### src/rtl/mic1_regfile_pkg.sv
// Shared constants and types for the Mic-1 register bank:
// C-bus write-enable bit positions, B-bus source codes and the
// memory-channel state encoding.
package mic1_regfile_pkg;

  // C-bus write-enable bit positions within c_sel
  localparam int C_MAR = 0;
  localparam int C_MDR = 1;
  localparam int C_PC  = 2;
  localparam int C_SP  = 3;
  localparam int C_LV  = 4;
  localparam int C_CPP = 5;
  localparam int C_TOS = 6;
  localparam int C_OPC = 7;
  localparam int C_H   = 8;

  // B-bus source codes; every code above B_OPC drives zero
  localparam logic [3:0] B_MDR  = 4'd0;
  localparam logic [3:0] B_PC   = 4'd1;
  localparam logic [3:0] B_MBR  = 4'd2;
  localparam logic [3:0] B_MBRU = 4'd3;
  localparam logic [3:0] B_SP   = 4'd4;
  localparam logic [3:0] B_LV   = 4'd5;
  localparam logic [3:0] B_CPP  = 4'd6;
  localparam logic [3:0] B_TOS  = 4'd7;
  localparam logic [3:0] B_OPC  = 4'd8;

  // Width of the debug stall counter
  localparam int STALL_W = 16;

  // Handshake channel state; the data channel keeps read/write as a separate flag
  typedef enum logic {
    IDLE = 1'b0,
    PEND = 1'b1
  } chan_state_t;

endpackage

### src/rtl/mic1_mem_chan.sv
// One request/response memory handshake channel. A request accepted
// in IDLE raises the strobe from the next cycle until the matching
// response is sampled. Illegal requests and unsolicited responses
// produce a one-cycle err_pulse and are otherwise ignored.
module mic1_mem_chan
  import mic1_regfile_pkg::*;
(
  input  logic clock,
  input  logic reset,
  input  logic req,           // any request this cycle
  input  logic req_conflict,  // simultaneous read and write request
  input  logic dir_in,        // 0 read, 1 write (captured on issue)
  input  logic rsp_rd,        // read response
  input  logic rsp_wr,        // write acknowledge
  output logic strobe,
  output logic pending,
  output logic dir,
  output logic done,          // matching response accepted this cycle
  output logic err_pulse
);

  chan_state_t state, state_next;
  logic        dir_next;
  logic        rsp_match;
  logic        rsp_other;

  // State and direction registers
  always_ff @(posedge clock) begin
    if (reset) begin
      state <= IDLE;
      dir   <= 1'b0;
    end else begin
      state <= state_next;
      dir   <= dir_next;
    end
  end

  // Next state, response acceptance and error detection
  always_comb begin
    state_next = state;
    dir_next   = dir;
    done       = 1'b0;
    err_pulse  = 1'b0;
    rsp_match  = dir ? rsp_wr : rsp_rd;
    rsp_other  = dir ? rsp_rd : rsp_wr;
    case (state)
      IDLE: begin
        if (rsp_rd || rsp_wr) err_pulse = 1'b1;
        if (req) begin
          if (req_conflict) begin
            err_pulse = 1'b1;
          end else begin
            state_next = PEND;
            dir_next   = dir_in;
          end
        end
      end
      PEND: begin
        if (rsp_match) begin
          done       = 1'b1;
          state_next = IDLE;
        end
        if (rsp_other || req) err_pulse = 1'b1;
      end
      default: state_next = IDLE;
    endcase
  end

  assign strobe  = (state == PEND);
  assign pending = (state == PEND);

endmodule

### src/rtl/mic1_regfile.sv
// Mic-1 register bank: drives the A bus (H) and the encoded B bus,
// loads registers from the C bus, and owns the data (MAR/MDR) and
// fetch (PC->MBR) memory channels. busy stalls the microsequencer.
// Optional debug read port and stall counter: MIC1_REGFILE_DEBUG_EN.
module mic1_regfile
  import mic1_regfile_pkg::*;
#(
  parameter int DATA_W = 32,
  parameter int MBR_W  = 8
) (
  input  logic              clock,
  input  logic              reset,
  input  logic [8:0]        c_sel,
  input  logic [3:0]        b_sel,
  input  logic [DATA_W-1:0] c_data,
  input  logic              rd_req,
  input  logic              wr_req,
  input  logic              fetch_req,
  output logic [DATA_W-1:0] a_data,
  output logic [DATA_W-1:0] b_data,
  output logic [DATA_W-1:0] mem_addr,
  output logic [DATA_W-1:0] mem_wdata,
  output logic              mem_rd,
  output logic              mem_wr,
  input  logic [DATA_W-1:0] mem_rdata,
  input  logic              mem_rvalid,
  input  logic              mem_wack,
  output logic [DATA_W-1:0] fetch_addr,
  output logic              fetch_rd,
  input  logic [MBR_W-1:0]  fetch_data,
  input  logic              fetch_valid,
  output logic              busy,
`ifdef MIC1_REGFILE_DEBUG_EN
  input  logic [3:0]        dbg_sel,
  output logic [DATA_W-1:0] dbg_data,
`endif
  output logic              protocol_err
);

  logic [DATA_W-1:0] mar, mdr, pc, sp, lv, cpp, tos, opc, h;
  logic [MBR_W-1:0]  mbr;
  logic signed [MBR_W-1:0]  mbr_s;
  logic signed [DATA_W-1:0] mbr_sext;
  logic [DATA_W-1:0] mbr_zext;

  logic d_strobe, d_pending, d_dir, d_done, d_err;
  logic f_strobe, f_pending, f_dir, f_done, f_err;

  mic1_mem_chan u_data_chan (
    .clock        (clock),
    .reset        (reset),
    .req          (rd_req | wr_req),
    .req_conflict (rd_req & wr_req),
    .dir_in       (wr_req),
    .rsp_rd       (mem_rvalid),
    .rsp_wr       (mem_wack),
    .strobe       (d_strobe),
    .pending      (d_pending),
    .dir          (d_dir),
    .done         (d_done),
    .err_pulse    (d_err)
  );

  mic1_mem_chan u_fetch_chan (
    .clock        (clock),
    .reset        (reset),
    .req          (fetch_req),
    .req_conflict (1'b0),
    .dir_in       (1'b0),
    .rsp_rd       (fetch_valid),
    .rsp_wr       (1'b0),
    .strobe       (f_strobe),
    .pending      (f_pending),
    .dir          (f_dir),
    .done         (f_done),
    .err_pulse    (f_err)
  );

  // Plain C-bus loads for every register without a memory side
  always_ff @(posedge clock) begin
    if (reset) begin
      mar <= '0; pc <= '0; sp <= '0; lv <= '0; cpp <= '0;
      tos <= '0; opc <= '0; h <= '0;
    end else begin
      if (c_sel[C_MAR]) mar <= c_data;
      if (c_sel[C_PC])  pc  <= c_data;
      if (c_sel[C_SP])  sp  <= c_data;
      if (c_sel[C_LV])  lv  <= c_data;
      if (c_sel[C_CPP]) cpp <= c_data;
      if (c_sel[C_TOS]) tos <= c_data;
      if (c_sel[C_OPC]) opc <= c_data;
      if (c_sel[C_H])   h   <= c_data;
    end
  end

  // MDR: read data beats a C write; C writes frozen while a write is in flight
  always_ff @(posedge clock) begin
    if (reset) begin
      mdr <= '0;
    end else if (d_done && !d_dir) begin
      mdr <= mem_rdata;
    end else if (c_sel[C_MDR] && !(d_pending && d_dir)) begin
      mdr <= c_data;
    end
  end

  // MBR loads only from a completed fetch
  always_ff @(posedge clock) begin
    if (reset) begin
      mbr <= '0;
    end else if (f_done) begin
      mbr <= fetch_data;
    end
  end

  // Sticky protocol error, cleared only by reset
  always_ff @(posedge clock) begin
    if (reset) begin
      protocol_err <= 1'b0;
    end else if (d_err || f_err) begin
      protocol_err <= 1'b1;
    end
  end

  assign mbr_s    = mbr;
  assign mbr_sext = {{(DATA_W-MBR_W){mbr_s[MBR_W-1]}}, mbr_s};
  assign mbr_zext = {{(DATA_W-MBR_W){1'b0}}, mbr};

  // B-bus source select
  always_comb begin
    b_data = '0;
    case (b_sel)
      B_MDR:   b_data = mdr;
      B_PC:    b_data = pc;
      B_MBR:   b_data = mbr_sext;
      B_MBRU:  b_data = mbr_zext;
      B_SP:    b_data = sp;
      B_LV:    b_data = lv;
      B_CPP:   b_data = cpp;
      B_TOS:   b_data = tos;
      B_OPC:   b_data = opc;
      default: b_data = '0;
    endcase
  end

  assign a_data     = h;
  assign mem_addr   = mar;
  assign mem_wdata  = mdr;
  assign mem_rd     = d_strobe & ~d_dir;
  assign mem_wr     = d_strobe & d_dir;
  assign fetch_addr = pc;
  assign fetch_rd   = f_strobe & ~f_dir;
  assign busy       = d_pending | f_pending;

`ifdef MIC1_REGFILE_DEBUG_EN
  logic [STALL_W-1:0] stall_cnt;

  function automatic logic [STALL_W-1:0] sat_inc(input logic [STALL_W-1:0] v);
    return (&v) ? v : v + 1'b1;
  endfunction

  // Count cycles spent stalled, holding at full scale
  always_ff @(posedge clock) begin
    if (reset) begin
      stall_cnt <= '0;
    end else if (busy) begin
      stall_cnt <= sat_inc(stall_cnt);
    end
  end

  // Debug read port over every register plus the stall counter
  always_comb begin
    dbg_data = '0;
    case (dbg_sel)
      4'd0:    dbg_data = mar;
      4'd1:    dbg_data = mdr;
      4'd2:    dbg_data = pc;
      4'd3:    dbg_data = mbr_zext;
      4'd4:    dbg_data = sp;
      4'd5:    dbg_data = lv;
      4'd6:    dbg_data = cpp;
      4'd7:    dbg_data = tos;
      4'd8:    dbg_data = opc;
      4'd9:    dbg_data = h;
      4'd15:   dbg_data = {{(DATA_W-STALL_W){1'b0}}, stall_cnt};
      default: dbg_data = '0;
    endcase
  end
`endif

endmodule

### config.mk
export PLATFORM = sky130hd
export DESIGN_NAME = mic1_regfile
export DESIGN_NICKNAME = d
export VERILOG_FILES = /design/src/rtl/mic1_regfile_pkg.sv /design/src/rtl/mic1_mem_chan.sv /design/src/rtl/mic1_regfile.sv
export SDC_FILE = /design/constraint.sdc
export NUM_CORES = 1
export LEC_CHECK = 0
export CORE_MARGIN = 8
export CORE_UTILIZATION = 35
export DETAILED_ROUTE_END_ITERATION = 8
export GPL_TIMING_DRIVEN = 0
export SKIP_LAST_GASP = 1
export SLEW_MARGIN = 20
export SYNTH_ARGS = -nofsm -noshare
export SYNTH_HDL_FRONTEND = slang
export SYNTH_SLANG_ARGS = --single-unit
### constraint.sdc
create_clock -name clock -period 1.6 [get_ports clock]
set_input_delay 0.16 -clock clock [delete_from_list [all_inputs] [get_ports clock]]
set_output_delay 0.16 -clock clock [all_outputs]
set_load 0.02 [all_outputs]
Word-level counts from Yosys, hierarchy flattened
Cells that the tools add are included.
Operators by class
  bitwise logic cells: 9
  reductions and logical operators: 11
  multiplexer cells: 22
  equal/unequal tests: 8
Operators with widths (number)
  $pmux W32 S9: 1
  $mux W32: 2
  $eq A4 B3 Y1 const B: 4
  $mux W1: 15
  $eq A4 B2 Y1 const B: 2
  $pmux W1 S2: 4
  $eq A4 B1 Y1 const B: 1
  $eq A4 B4 Y1 const B: 1
  $logic_not A4 Y1: 1
  $not A1 Y1: 4
  $and A1 B1 Y1: 3
  $logic_and A1 B1 Y1: 3
  $logic_or A1 B1 Y1: 3
  $reduce_and A3 Y1: 1
  $logic_not A1 Y1: 2
  $or A1 B1 Y1: 2
  $reduce_bool A2 Y1: 1
Storage, ports and cells
  input port bits: 93
  register bits after elaboration: 300
  logic and storage cells: 64
  output and inout port bits: 165

Logic depth before layout (Yosys ltp)
  depth after elaboration: 6
  depth in mapped cells: 6

Hierarchy
From an unflattened synthesis, not the netlist that was laid out.
Second synthesis, totals
  cell total of the unflattened synthesis: 1362
  area total of the unflattened synthesis: 13152.6 µm²
By module, submodules not included
  mic1_regfile: area each 12879.9 µm², times used 1, cells each 1332, seq. area each 5945.7 µm²
  mic1_mem_chan: area each 136.4 µm², times used 2, cells each 15, seq. area each 40.0 µm²

Least setup slack after synthesis
Ideal clock, no wire load.
  path kind: input to output
  start point: in b_sel[3]
  end point: out b_data[0]
  buffers on the path: 2
  data required time: 1.440 ns
  arrival: 1.320 ns
  slack: 0.120 ns
  stages on the path: 5
  cell sequence: buf_4 buf_2 nor2b_1 a22oi_1 o221ai_1
Between the ends
  cells in the longest elaborated chain, start to end: 2
  elaborated cells on any way between the ends: 10
Ends and longest elaborated chain
  from (decl): line mic1_regfile.sv:14  | input logic [3:0] b_sel,
  $eq A4 B4 Y1, or another cell as far along: line mic1_regfile.sv:132  | case (b_sel)
  $pmux W32 S9 (*): line mic1_regfile.sv:132
  to (decl): line mic1_regfile.sv:20  | output logic [DATA_W-1:0] b_data,
Every way passes the cells marked *; elsewhere a longest branch is shown, timed or not.

Worst setup path after layout
  start point: reg mbr[7]
  end point: out b_data[31]
Between the ends
  cells in the longest elaborated chain, start to end: 1
Ends and longest elaborated chain
  from (decl): line mic1_regfile.sv:41  | logic [MBR_W-1:0] mbr;
  from (signal assigned): line mic1_regfile.sv:112  | mbr <= fetch_data;
  $pmux W32 S9: line mic1_regfile.sv:132
Every way passes these cells.

==> results by group <==
Timing
  – Worst Skew: between 0.01 and 0.015 ns
  – Max Slew Vio Count: 0
  – Final Critical Period: around 2.2 ns
  – Endpoints failing setup: 32
  – Setup TNS: -12.94 ns
  – Setup WS post-layout: -0.5599 ns
  – Fmax: 463.0 MHz
  – Final hold viol count: 0
  – Relative slew slack: around 43%
  – Crit share post-route: 135.0%
  – RSZ-0062 raised after global routing: yes
  – Worst-Margin Slew: 0.8506 ns

Synthesis
  – Post-synth EDFFs: 0
  – Mapped Area: around 14000 um2
  – Largest area contributor in the netlist: dfxtp_1
  – Largest family of logic cells by synthesized area: multiplexers
  – Syn nets: around 1500
  – Most common cell in the synthesized netlist: dfxtp_1
  – Seq/Total Area, Yosys: 43.66%
  – Synthesized instance count: roughly 1400
  – Post-synthesis xor/xnor area fraction: 0%
  – Mux share of post-synthesis cell area: between 20% and 30%
  – Synth area leaders: dfxtp_1, mux2i_1, nor2_1
  – Seq cells post-synth: 300
  – Compound-Gate Fraction of Synth Area: around 11%
  – Share of synthesized registers carrying an async set or reset: 0%
  – Yosys cell types: 47
  – Post-Synth Simple-Gate Area: between 10% and 20%
  – Post-synth top cells: dfxtp_1, nor2_1, mux2i_1, clkbuf_1, and3b_1
  – Syn_area_per_cell: 9.492 um2
  – Yosys top cell area share: between 40% and 50%
  – Warnings from Yosys: 0
  – Adder-Cell Fraction of Synth Area: less than 1%
  – Main synth FF type: dfxtp_1

Critical path
  – Crit start category: flop
  – Crit-path max FO: 10
  – Setup crit end kind: output pin
  – Crit-path slowest cell: dfxtp_4
  – Critical Path Max Stage Delay: ~0.38 ns
  – R2R setup slack: 0.04 ns
  – Critical Path RT: approximately 1.4 ns
  – CP Cell Sequence: nor3b_4, buf_6, buf_8, a21oi_1, o211ai_1, buf_4
  – Setup CP Type: flop to output pin
  – CP Data Arrival Time: 2.00 ns

Die
  – Die height: between 200 and 250 um
  – Chip width: between 200 and 250 um
  – FP Rows: 72
  – Initial core utilization: between 30% and 40%
  – Die Area: between 40000 and 50000 um2
  – IO Count: 258
  – Core outline area: 38740 um2

Global routing
  – Total GRT Usage: between 20% and 30%
  – Vias in the first global route: roughly 12000
  – First-pass GRT wire length: roughly 80000 um
  – Antenna violations before repair: 3
  – Pin count of the biggest net entering global routing: 12
  – Grt total ovfl: 0

Detailed routing
  – Drt pass-1 iters: 7
  – # DRC: 0
  – Routed vias/inst: ~5.5
  – 1st-iter DRT viols: between 1000 and 1500
  – Drt total wl: around 55000 um
  – Vias: approximately 12000
  – Routed len/inst: ~24 um
  – Routed Antenna Nets: 0

Clock tree
  – Max Buffers Root-to-Sink: 3
  – # clock sinks: 300
  – CTS tree: yes
  – Clk_lat worst skew: about 0.54 ns
  – Clock root buffer: clkbuf_16
  – CTS clk-pin slew, worst paths: 0.06 ns
  – Cts bufs inserted: 36
  – CTS Hold Bufs: 0
  – H-tree depth: 2

Power
  – Maximum VDD drop: around 750 uV
  – Leakage power: just over 8 nW
  – Power per cell area: ~1100 nW/um2
  – Final Power: about 19 mW

Flow run
  – Max cap viols: 0

Finish
  – NumNets Final: ~1800
  – Share of layout cells above drive strength 1: between 10% and 20%
  – Area delta synth->final: 29.76%
  – Fillers: 3775

Placed design
  – Dpl hpwl: approximately 39000 um
  – RePlAce Congestion: between 0.8 and 0.9
  – IO buf count: roughly 210

Outcome
  – Violated checks: setup timing
  – Status: finished with violations

Worst hold path
  – Hold/Removal Path Class: input port to flop
## flip-flops by register name, summed over array words and instances (netlist names)
register / count
a_data: 32
cpp: 32
fetch_addr: 32
lv: 32
mem_addr: 32
mem_wdata: 32
opc: 32
sp: 32
tos: 32
mbr: 8
protocol_err: 1
u_data_chan.dir: 1
u_data_chan.pending: 1
u_fetch_chan.pending: 1
## through the flow
step	hold WS (ns)	std cells	utilization (%)	worst slack (ns)	instance area, um2
2_1_floorplan	0.3039	1449	-	0.1205	13750
3_3_place_gp	0.4490	2178	42.63	-1.439	16510
3_5_place_dp	0.4563	2178	42.63	-1.435	16510
4_1_cts	0.04921	2247	45.75	-0.5570	17720
5_1_grt	0.07159	2250	46.07	-0.5780	17840
6_report	0.06762	2251	46.07	-0.5599	17850
## power breakdown
group / internal, mW / total [mW] / switching [mW]
Sequential: 7.94 / 8.27 / 0.328
Combinational: 1.25 / 3.15 / 1.90
Clock: 4.55 / 7.75 / 3.20
## timing repair
item | in CTS | in global routing
buffers inserted | 11 | 4
pin swaps | 18 | 21
gates resized for setup | 407 | 39
gates cloned | 1 | 0
setup endpoints to repair | 199 | 52
endpoints found under the hold margin | 0 | 0
## path summary, 6_finish.rpt
path                                 to                         start  depth (start not counted)
max                          b_data[31]           mbr[7]$_SDFFE_PP0P_                          6
min reg2reg         mbr[2]$_SDFFE_PP0P_           mbr[2]$_SDFFE_PP0P_                          2
max reg2reg  mem_wdata[20]$_SDFFE_PP0P_  u_data_chan.dir$_SDFFE_PP0P_                          4
min                tos[31]$_SDFFE_PP0P_                      c_sel[6]                          3
## cell usage in the layout, fill, tap and decap left out, types with 13 or more instances in the layout
master | synthesis | routed
o211ai_1 | 24 | 24
buf_4 | 2 | 47
buf_6 | 5 | 16
a222oi_1 | 23 | 23
o21ai_1 | 13 | 13
a32oi_1 | 32 | 32
mux2i_1 | 262 | 262
a21oi_1 | 65 | 62
clkdlybuf4s50_1 | 0 | 45
o21ai_0 | 50 | 47
mux2_4 | 17 | 19
dfxtp_1 | 300 | 285
buf_2 | 48 | 36
nand3_1 | 20 | 18
nor2_1 | 263 | 260
clkbuf_16 | 0 | 37
and3b_1 | 85 | 85
clkbuf_1 | 104 | 99
and2_1 | 34 | 33
dlygate4sd2_1 | 0 | 130
## layout make-up
class / count / area, um2 / share of cell area (%)
well taps: 518 / 648.1 / 3.632
diodes: 2 / 5.005 / 0.02804
flip-flops and latches: 300 / 6037 / 33.83
plain buffers: 164 / 850.8 / 4.767
clock inverters: 7 / 62.56 / 0.3505
repair buffers: 226 / 2009 / 11.26
multi-input cells: 981 / 7208 / 40.39
inverters: 3 / 11.26 / 0.06310
clock buffers: 50 / 1015 / 5.686
## critical path: cells and delay by family (launching register included)
kind,cells,cell delay [ns]
flip-flops,1,0.38
buffers and inverters,3,0.52
AND/OR/NAND/NOR,1,0.19
AO/OA/AOI/OAI,2,0.38
## per-layer routing
metal  up-vias  track usage (%)  routed length [um]
li1       5646                -                   -
met1      6013            29.90               23260
met2       641            35.62               24650
met3        97            5.402                5030
met4         2            8.272                1883
met5         -                0                  10
## logic make-up after synthesis
| logic type | count (synthesis) |
|---|---|
| muxes | 293 |
| buffers and inverters | 168 |
| adders and majority gates | 2 |
| and+or+nand+nor | 450 |
| DFF | 300 |
| AOI/OAI and AO/OA | 236 |
(Power assumes the default switching activity.)
